==> src/rtl/prog_seq_detector.sv <==
// -----------------------------------------------------------------------------
// prog_seq_detector
//
// Serial bit-pattern detector with a run-time programmable pattern, length and
// overlap mode. Incoming bits are shifted into a short history register; the
// match decision compares the history plus the bit currently on the input
// against the programmed pattern. Because the current bit takes part in the
// compare, dec is a combinational (Mealy) flag. All stored state is registered.
//
// Ports
//   clk          sole clock, rising edge
//   rst_n        asynchronous active-low reset
//   in           serial data bit
//   in_valid     qualifies in; the bit is consumed on the rising edge
//   cfg_we       configuration write strobe (takes priority over in_valid)
//   cfg_pattern  new pattern; bit [len-1] is received first, bit [0] last
//   cfg_len      new pattern length, accepted range 2..MAX_LEN
//   cfg_overlap  1 = overlapping matches, 0 = non-overlapping
//   cnt_clr      synchronous clear of match_cnt
//   dec          match flag for the bit currently presented
//   match_cnt    saturating match counter
//   cfg_err      one-cycle pulse after a rejected configuration write
// -----------------------------------------------------------------------------
module prog_seq_detector #(
   parameter int          MAX_LEN     = 8,
   parameter int          CNT_W       = 8,
   parameter logic [15:0] RST_PATTERN = 16'b0000_0000_0000_1011,
   parameter int          RST_LEN     = 4,
   parameter bit          RST_OVERLAP = 1'b1
) (
   input  logic               clk,
   input  logic               rst_n,
   input  logic               in,
   input  logic               in_valid,
   input  logic               cfg_we,
   input  logic [MAX_LEN-1:0] cfg_pattern,
   input  logic [4:0]         cfg_len,
   input  logic               cfg_overlap,
   input  logic               cnt_clr,
   output logic               dec,
   output logic [CNT_W-1:0]   match_cnt,
   output logic               cfg_err
);

   // fill only needs to count up to MAX_LEN-1
   localparam int                FILL_W   = (MAX_LEN > 2) ? $clog2(MAX_LEN) : 1;
   localparam logic [FILL_W-1:0] FILL_MAX = FILL_W'(MAX_LEN - 1);
   localparam logic [4:0]        LEN_MAX  = 5'(MAX_LEN);
   localparam logic [4:0]        LEN_MIN  = 5'd2;

   localparam logic [MAX_LEN-1:0] PAT_RST  = RST_PATTERN[MAX_LEN-1:0];
   localparam logic [4:0]         LEN_RST  = 5'(RST_LEN);

   // active configuration
   logic [MAX_LEN-1:0] pattern_q;
   logic [4:0]         len_q;
   logic               overlap_q;

   // history: newest bit at [0]
   logic [MAX_LEN-2:0] hist_q;
   logic [FILL_W-1:0]  fill_q;

   logic               cfg_ok;
   logic               consumed;
   logic [MAX_LEN-1:0] window;
   logic [MAX_LEN-1:0] len_mask;
   logic               hit;
   logic               fill_ok;
   logic               cnt_sat;

   // ------------------------------------------------------------------------
   // Match decision
   // ------------------------------------------------------------------------
   assign cfg_ok   = (cfg_len >= LEN_MIN) && (cfg_len <= LEN_MAX);
   assign consumed = in_valid && !cfg_we;

   // window[len-1:0] is {hist[len-2:0], in}; bits above len-1 are masked off
   assign window = {hist_q, in};

   always_comb begin
      len_mask = '0;
      for (int i = 0; i < MAX_LEN; i++) begin
         len_mask[i] = (i < int'(len_q));
      end
   end

   assign hit     = (((window ^ pattern_q) & len_mask) == '0);
   assign fill_ok = (5'(fill_q) >= (len_q - 5'd1));

   // rst_n gates dec so the flag is low throughout reset, not just after the
   // state has settled
   assign dec = rst_n && consumed && fill_ok && hit;

   // ------------------------------------------------------------------------
   // Configuration registers and error pulse
   // ------------------------------------------------------------------------
   always_ff @(posedge clk or negedge rst_n) begin
      if (!rst_n) begin
         pattern_q <= PAT_RST;
         len_q     <= LEN_RST;
         overlap_q <= RST_OVERLAP;
         cfg_err   <= 1'b0;
      end else begin
         cfg_err <= cfg_we && !cfg_ok;
         if (cfg_we && cfg_ok) begin
            pattern_q <= cfg_pattern;
            len_q     <= cfg_len;
            overlap_q <= cfg_overlap;
         end
      end
   end

   // ------------------------------------------------------------------------
   // History and fill count
   // ------------------------------------------------------------------------
   always_ff @(posedge clk or negedge rst_n) begin
      if (!rst_n) begin
         hist_q <= '0;
         fill_q <= '0;
      end else if (cfg_we) begin
         // any write, accepted or rejected, restarts pattern collection
         fill_q <= '0;
      end else if (in_valid) begin
         hist_q <= window[MAX_LEN-2:0];
         if (dec && !overlap_q) begin
            // non-overlapping: none of the matched bits may be reused
            fill_q <= '0;
         end else if (!dec && (fill_q != FILL_MAX)) begin
            fill_q <= fill_q + 1'b1;
         end
      end
   end

   // ------------------------------------------------------------------------
   // Match counter
   // ------------------------------------------------------------------------
   assign cnt_sat = &match_cnt;

   always_ff @(posedge clk or negedge rst_n) begin
      if (!rst_n) begin
         match_cnt <= '0;
      end else if (cnt_clr) begin
         // a match on the clearing edge is counted rather than lost
         match_cnt <= dec ? CNT_W'(1) : '0;
      end else if (dec && !cnt_sat) begin
         match_cnt <= match_cnt + 1'b1;
      end
   end

endmodule

==> config.mk <==
export PLATFORM = sky130hd
export DESIGN_NAME = prog_seq_detector
export DESIGN_NICKNAME = d
export VERILOG_FILES = /design/src/rtl/prog_seq_detector.sv
export SDC_FILE = /design/constraint.sdc
export NUM_CORES = 1
export LEC_CHECK = 0
export CORE_ASPECT_RATIO = 1.4
export CORE_MARGIN = 2
export CORE_UTILIZATION = 35
export CTS_CLUSTER_DIAMETER = 30
export DETAILED_ROUTE_END_ITERATION = 12
export SYNTH_ARGS = -nofsm -noshare
export SYNTH_HDL_FRONTEND = slang
export SYNTH_SLANG_ARGS = --single-unit
==> constraint.sdc <==
create_clock -name clk -period 4.9 [get_ports clk]
set_input_delay 0.49 -clock clk [delete_from_list [all_inputs] [get_ports clk]]
set_output_delay 0.49 -clock clk [all_outputs]
set_load 0.01 [all_outputs]
## After elaboration in Yosys (flattened, before gate mapping)

Cells that the tools add are included.

| word-level totals | value |
|---|---|
| flip-flop bits (word level) | 33 |
| bits of input ports | 20 |

| operators by class | value |
|---|---|
| add/sub/neg operators | 3 |
| magnitude comparators | 11 |
| equality and inequality tests | 1 |
| muxes and demuxes | 7 |
| bitwise operators | 3 |
| reductions and logical operators | 22 |

Operator list:

| kind | count |
|---|---|
| $lt 3x5->1 const A | 4 |
| $mux 8 | 2 |
| $mux 3 | 4 |
| $logic_and 1x1->1 | 10 |
| $lt 1x5->1 const A | 2 |
| $lt 2x5->1 const A | 2 |
| $add 8x1->8 const B | 1 |
| $and 8x8->8 | 1 |
| $logic_not 8->1 | 1 |
| $reduce_and 8->1 | 1 |
| $xor 8x8->8 | 1 |
| $ge 3x5->1 | 1 |
| $ge 5x2->1 const B | 1 |
| $le 5x4->1 const B | 1 |
| $logic_not 1->1 | 5 |
| $sub 5x1->5 const B | 1 |
| $reduce_and 2->1 | 2 |
| $reduce_bool 2->1 | 2 |
| $add 3x1->3 const B | 1 |
| $ne 3x3->1 const B | 1 |
| $reduce_bool 3->1 | 1 |
| $mux 1 | 1 |
| $not 1->1 | 1 |

## Depth between registers and ports, before layout

| logic depth | value |
|---|---|
| depth after elaboration | 11 |
| gate-level depth with buffers | 9 |
| mapped depth without buffers | 9 |

## Least setup slack after synthesis

OpenSTA, ideal clock, no wires.

| timing | value |
|---|---|
| path type | reg-to-reg |
| from | reg len_q[0] |
| to | reg match_cnt[2] |
| setup time | 0.078 ns |
| arrival | 2.290 ns |
| required time | 4.822 ns |
| slack | 2.532 ns |
| cell stages (with the launch flop) | 9 |
| buffers on the path | 1 |
| path through | dfrtp_1 -> inv_1 -> ha_1 -> or4_1 -> a32oi_1 -> nand4_2 -> buf_6 -> or4_1 -> a21oi_1 |

| on the way | value |
|---|---|
| cells in the longest elaborated chain, start to end | 6 |
| elaborated cells between the ends (all ways) | 16 |
| classes of those cells | add/sub (1); order compare (9); bitwise (1); reduce/logical (5) |

Ends and longest elaborated chain:

| what | RTL line | source |
|---|---|---|
| start: declaration | 56 | `logic [4:0] len_q;` |
| start signal: assignment | 107 | `len_q <= cfg_len;` |
| $sub 5x1->5, or another cell as far along | 88 | `assign fill_ok = (5'(fill_q) >= (len_q - 5'd1));` |
| $ge 3x5->1 or $and 8x8->8 (tied branches) | 88, 87 |  |
| $logic_and 1x1->1 or $logic_not 8->1 (tied branches) | 92, 87 |  |
| $logic_and 1x1->1 * | 92 | `assign dec = rst_n && consumed && fill_ok && hit;` |
| $logic_and 1x1->1 * | 145 | `end else if (dec && !cnt_sat) begin` |
| $reduce_bool 2->1 (no line) * | - |  |
| end signal: assignment | 144 | `match_cnt <= dec ? CNT_W'(1) : '0;` |
| end signal: assignment | 146 | `match_cnt <= match_cnt + 1'b1;` |
| end: declaration | 41 | `output logic [CNT_W-1:0] match_cnt,` |

Every way passes the cells marked *; elsewhere a longest branch is shown, timed or not.
A chain may end at the register's enable or synchronous reset.

## Final worst setup path

| timing | value |
|---|---|
| from | reg len_q[0] |
| to | out dec |

| on the way | value |
|---|---|
| cells in the longest elaborated chain, start to end | 4 |
| elaborated cells between the ends (all ways) | 14 |
| classes of those cells | add/sub (1); order compare (9); bitwise (1); reduce/logical (3) |

Ends and longest elaborated chain:

| what | RTL line | source |
|---|---|---|
| $sub 5x1->5, or another cell as far along | 88 |  |
| $ge 3x5->1 or $and 8x8->8 (tied branches) | 88, 87 |  |
| $logic_and 1x1->1 or $logic_not 8->1 (tied branches) | 92, 87 |  |
| $logic_and 1x1->1 * | 92 |  |
| end: declaration | 40 | `output logic dec,` |

Marked as above.

==> impl_metrics.env <==
export IMPL_finalCoreUtilization_pct=45.50
export IMPL_drt_wl_total_mm=3.665
export IMPL_r2r_start="len_q[0]"
export IMPL_ys_seq_elements=33
export IMPL_hold_viol_final=0
export IMPL_period_share_pct=70.26
export IMPL_tightest_slew_ns=0.6174
export IMPL_post_route_min_period_ns=3.443
export IMPL_drive_gt1_share_pct=20.59
export IMPL_finalClockSkew_ns=0.003196
export IMPL_p_total_mw=0.8696
export IMPL_grt_pass1_wl_mm=6.265
export IMPL_slew_headroom_pct=58.69
export IMPL_crit_required_ns=4.41
export IMPL_use_met3_pct=2.879
export IMPL_cts_tree="built"
export IMPL_io_pin_count=30
export IMPL_grt_busiest_layer="met2"
export IMPL_syn_inst=173
export IMPL_holdPathStages=1
export IMPL_synth_fp_nets=201
export IMPL_cts_num_sinks=33
export IMPL_io_buffers=29
export IMPL_synth_cell_type_count=36
export IMPL_r2r_slack_ns=2.24
export IMPL_die_w_um=65.46
export IMPL_critPathKind="reg -> out"
export IMPL_fin_setup_tns_ns=0
export IMPL_rr_worst_depth=8
export IMPL_syn_mean_instance_area_sq_um=10.70
export IMPL_powerDensity_nw_per_um2=373.3
export IMPL_dieArea_sq_um=5893
export IMPL_worstSkewPairLatency_ns=0.28
export IMPL_vias_per_cell=5.133
export IMPL_crit_slowest_cell="clkdlybuf4s50_1"
export IMPL_critPathMaxStageDelay_ns=0.58
export IMPL_finalWeightedCongestion=0.7884
export IMPL_drt_initial_drc_count=86
export IMPL_wl_per_cell_um=13.57
export IMPL_postCtsResizedCells=0
export IMPL_grt_pass1_vias=1435
export IMPL_min_path_type="reg -> reg"
export IMPL_setup_viol_count_final=0
export IMPL_ant_nets=0
export IMPL_ctsHoldBuffers=0
export IMPL_met1_usage_pct=14.47
export IMPL_clk_pin_slew_worst_paths_ns=0.07
export IMPL_hp_start="pattern_q[5]"
export IMPL_final_cell_mix="clkdlybuf4s50_1, dfrtp_1, mux2_2, a21oi_1, nand2_1"
export IMPL_synthToLayoutAreaGrowth_pct=25.90
export IMPL_cts_buffers=5
export IMPL_dpl_hpwl_mm=2.852
export IMPL_root_buffer="clkbuf_8"
export IMPL_start_kind="flop"
export IMPL_drc=0
export IMPL_cp_num_buf_inv=3
export IMPL_ys_warn_count=0
export IMPL_diodes=0
export IMPL_fmax_mhz=290.5
export IMPL_leakage_nw=0.9270
export IMPL_vias=1386
export IMPL_antenna_found_initial=0
export IMPL_grt_overflow=0
export IMPL_cts_buffer_depth=2
export IMPL_min_to="pattern_q[5]"
export IMPL_drtPass1Iterations=4
export IMPL_die_height_um=90.04
export IMPL_pre_cts_ws_ns=1.732
export IMPL_grt_usage_pct=13.39
export IMPL_crit_fanout=14
export IMPL_cap_violations=0
export IMPL_initial_utilization_pct=36.14
export IMPL_use_met2_pct=24.91
export IMPL_core_sq_um=5120
export IMPL_grt_max_degree=34
export IMPL_drv_slew=0
export IMPL_finalNetCount=231
export IMPL_post_cts_buffers=0
export IMPL_crit_chain="inv_1 > ha_1 > or4_1 > a32oi_1 > nand4_2 > clkinv_1 > clkdlybuf4s50_1"
export IMPL_mostFrequentLayoutCell="clkdlybuf4s50_1"
export IMPL_synth_seq_area_share_pct=44.96
export IMPL_path_delay_family="buffers and inverters"
export IMPL_ir_drop_mv=0.2456
export IMPL_rr_endpoint="fill_q[0]"
export IMPL_rsz0062_at_grt="no"
export IMPL_syn_area_sq_um=1851
export IMPL_end_kind="output port"
export IMPL_cts_max_level=2
export IMPL_status="finished clean"
export IMPL_cp_data_arrival_time_ns=2.95
export IMPL_fp_row_count=31
export IMPL_timing_final_ws_setup_ns=1.457
-- worst max-delay path by stage --
| stage | startpoint | end | slack [ns] | cells past startpoint |
|---|---|---|---|---|
| after floorplan | len_q[0] | match_cnt[2] | 2.53 | 8 |
| after global placement | len_q[0] | dec | 1.83 | 7 |
| after detailed placement | len_q[0] | dec | 1.73 | 7 |
| after CTS | len_q[0] | dec | 1.41 | 7 |
| after global routing | len_q[0] | dec | 1.18 | 7 |
| final | len_q[0] | dec | 1.46 | 7 |
-- cells in the mapped netlist --
cell,count,area share [%]
or4_1,6,2.4
and3b_2,1,0.54
nand4_2,1,0.68
and3_1,1,0.34
a41oi_1,1,0.47
dfstp_2,5,7.1
o22ai_1,2,0.68
ha_1,8,5.4
nand2b_1,6,2.0
mux2_2,23,14
xor2_1,2,0.95
nor2b_1,3,1.0
clkinv_1,1,0.20
buf_2,1,0.27
clkbuf_1,5,1.0
nor3_1,4,1.1
dfrtp_1,28,38
a21oi_1,14,3.8
a32oi_1,1,0.47
o21ai_0,3,0.81
and2_1,1,0.34
a21o_1,2,0.81
and4_1,1,0.47
mux2i_1,1,0.54
xnor2_1,7,3.3
inv_1,5,1.0
buf_6,1,0.61
nor2_2,1,0.34
nor4b_1,3,1.4
o31ai_1,4,1.6
nand3_1,9,2.4
nor2_1,7,1.4
nand2_1,12,2.4
nor4_4,1,1.1
nor3_2,1,0.54
nand3b_1,1,0.41
-- per-layer routing --
metal	share of wire, %	vias up
met4	1.3	0
met3	3.8	6
met1	40	664
li1	-	684
met5	0	-
met2	55	32
-- per-stage QoR --
stage | hold WS (ns) | std cells | cell area (sq um)
floorplan | 0.1944 | 173 | 1851
global placement | 0.5208 | 262 | 2196
detailed placement | 0.5199 | 262 | 2196
CTS | 0.5436 | 270 | 2330
global route | 0.5587 | 270 | 2330
finish | 0.5347 | 270 | 2330
-- kinds of logic (layout without fill, tap and decap cells) --
kind of cell             count (synthesis)  in the layout  share of synthesized area, %
AO/OA/AOI/OAI                           27             27                         8.654
flip-flops                              33             33                         44.96
buffers and inverters                   13             44                         3.110
XOR/XNOR                                 9              9                         4.260
multiplexers                            24             24                         14.54
AND/OR/NAND/NOR                         59             59                         19.07
adder cells (fa/ha/maj)                  8              8                         5.409
-- power breakdown --
| group | switching (mW) | internal, mW | leakage (nW) | total (mW) |
|---|---|---|---|---|
| sequential | 0.0475 | 0.328 | 0.410 | 0.375 |
| combinational | 0.0803 | 0.113 | 0.449 | 0.193 |
| clock | 0.0995 | 0.202 | 0.0681 | 0.301 |
| total | 0.227 | 0.642 | 0.927 | 0.870 |
-- cell type report --
| type | instances | area [sq um] |
|---|---|---|
| Clock inverter | 3 | 65.06 |
| Timing Repair Buffer | 30 | 297.8 |
| Sequential cell | 33 | 832.0 |
| Fill cell | 509 | 2790 |
| Inverter | 6 | 22.52 |
| Tap cell | 66 | 82.58 |
| Clock buffer | 5 | 68.82 |
| Multi-Input combinational cell | 127 | 960.9 |
-- registers in the layout, summed over array words and instances, names as in the netlist --
| name | count |
|---|---|
| len_q | 5 |
| overlap_q | 1 |
| fill_q | 3 |
| hist_q | 7 |
| cfg_err | 1 |
| pattern_q | 8 |
| match_cnt | 8 |
(Power assumes the default switching activity.)
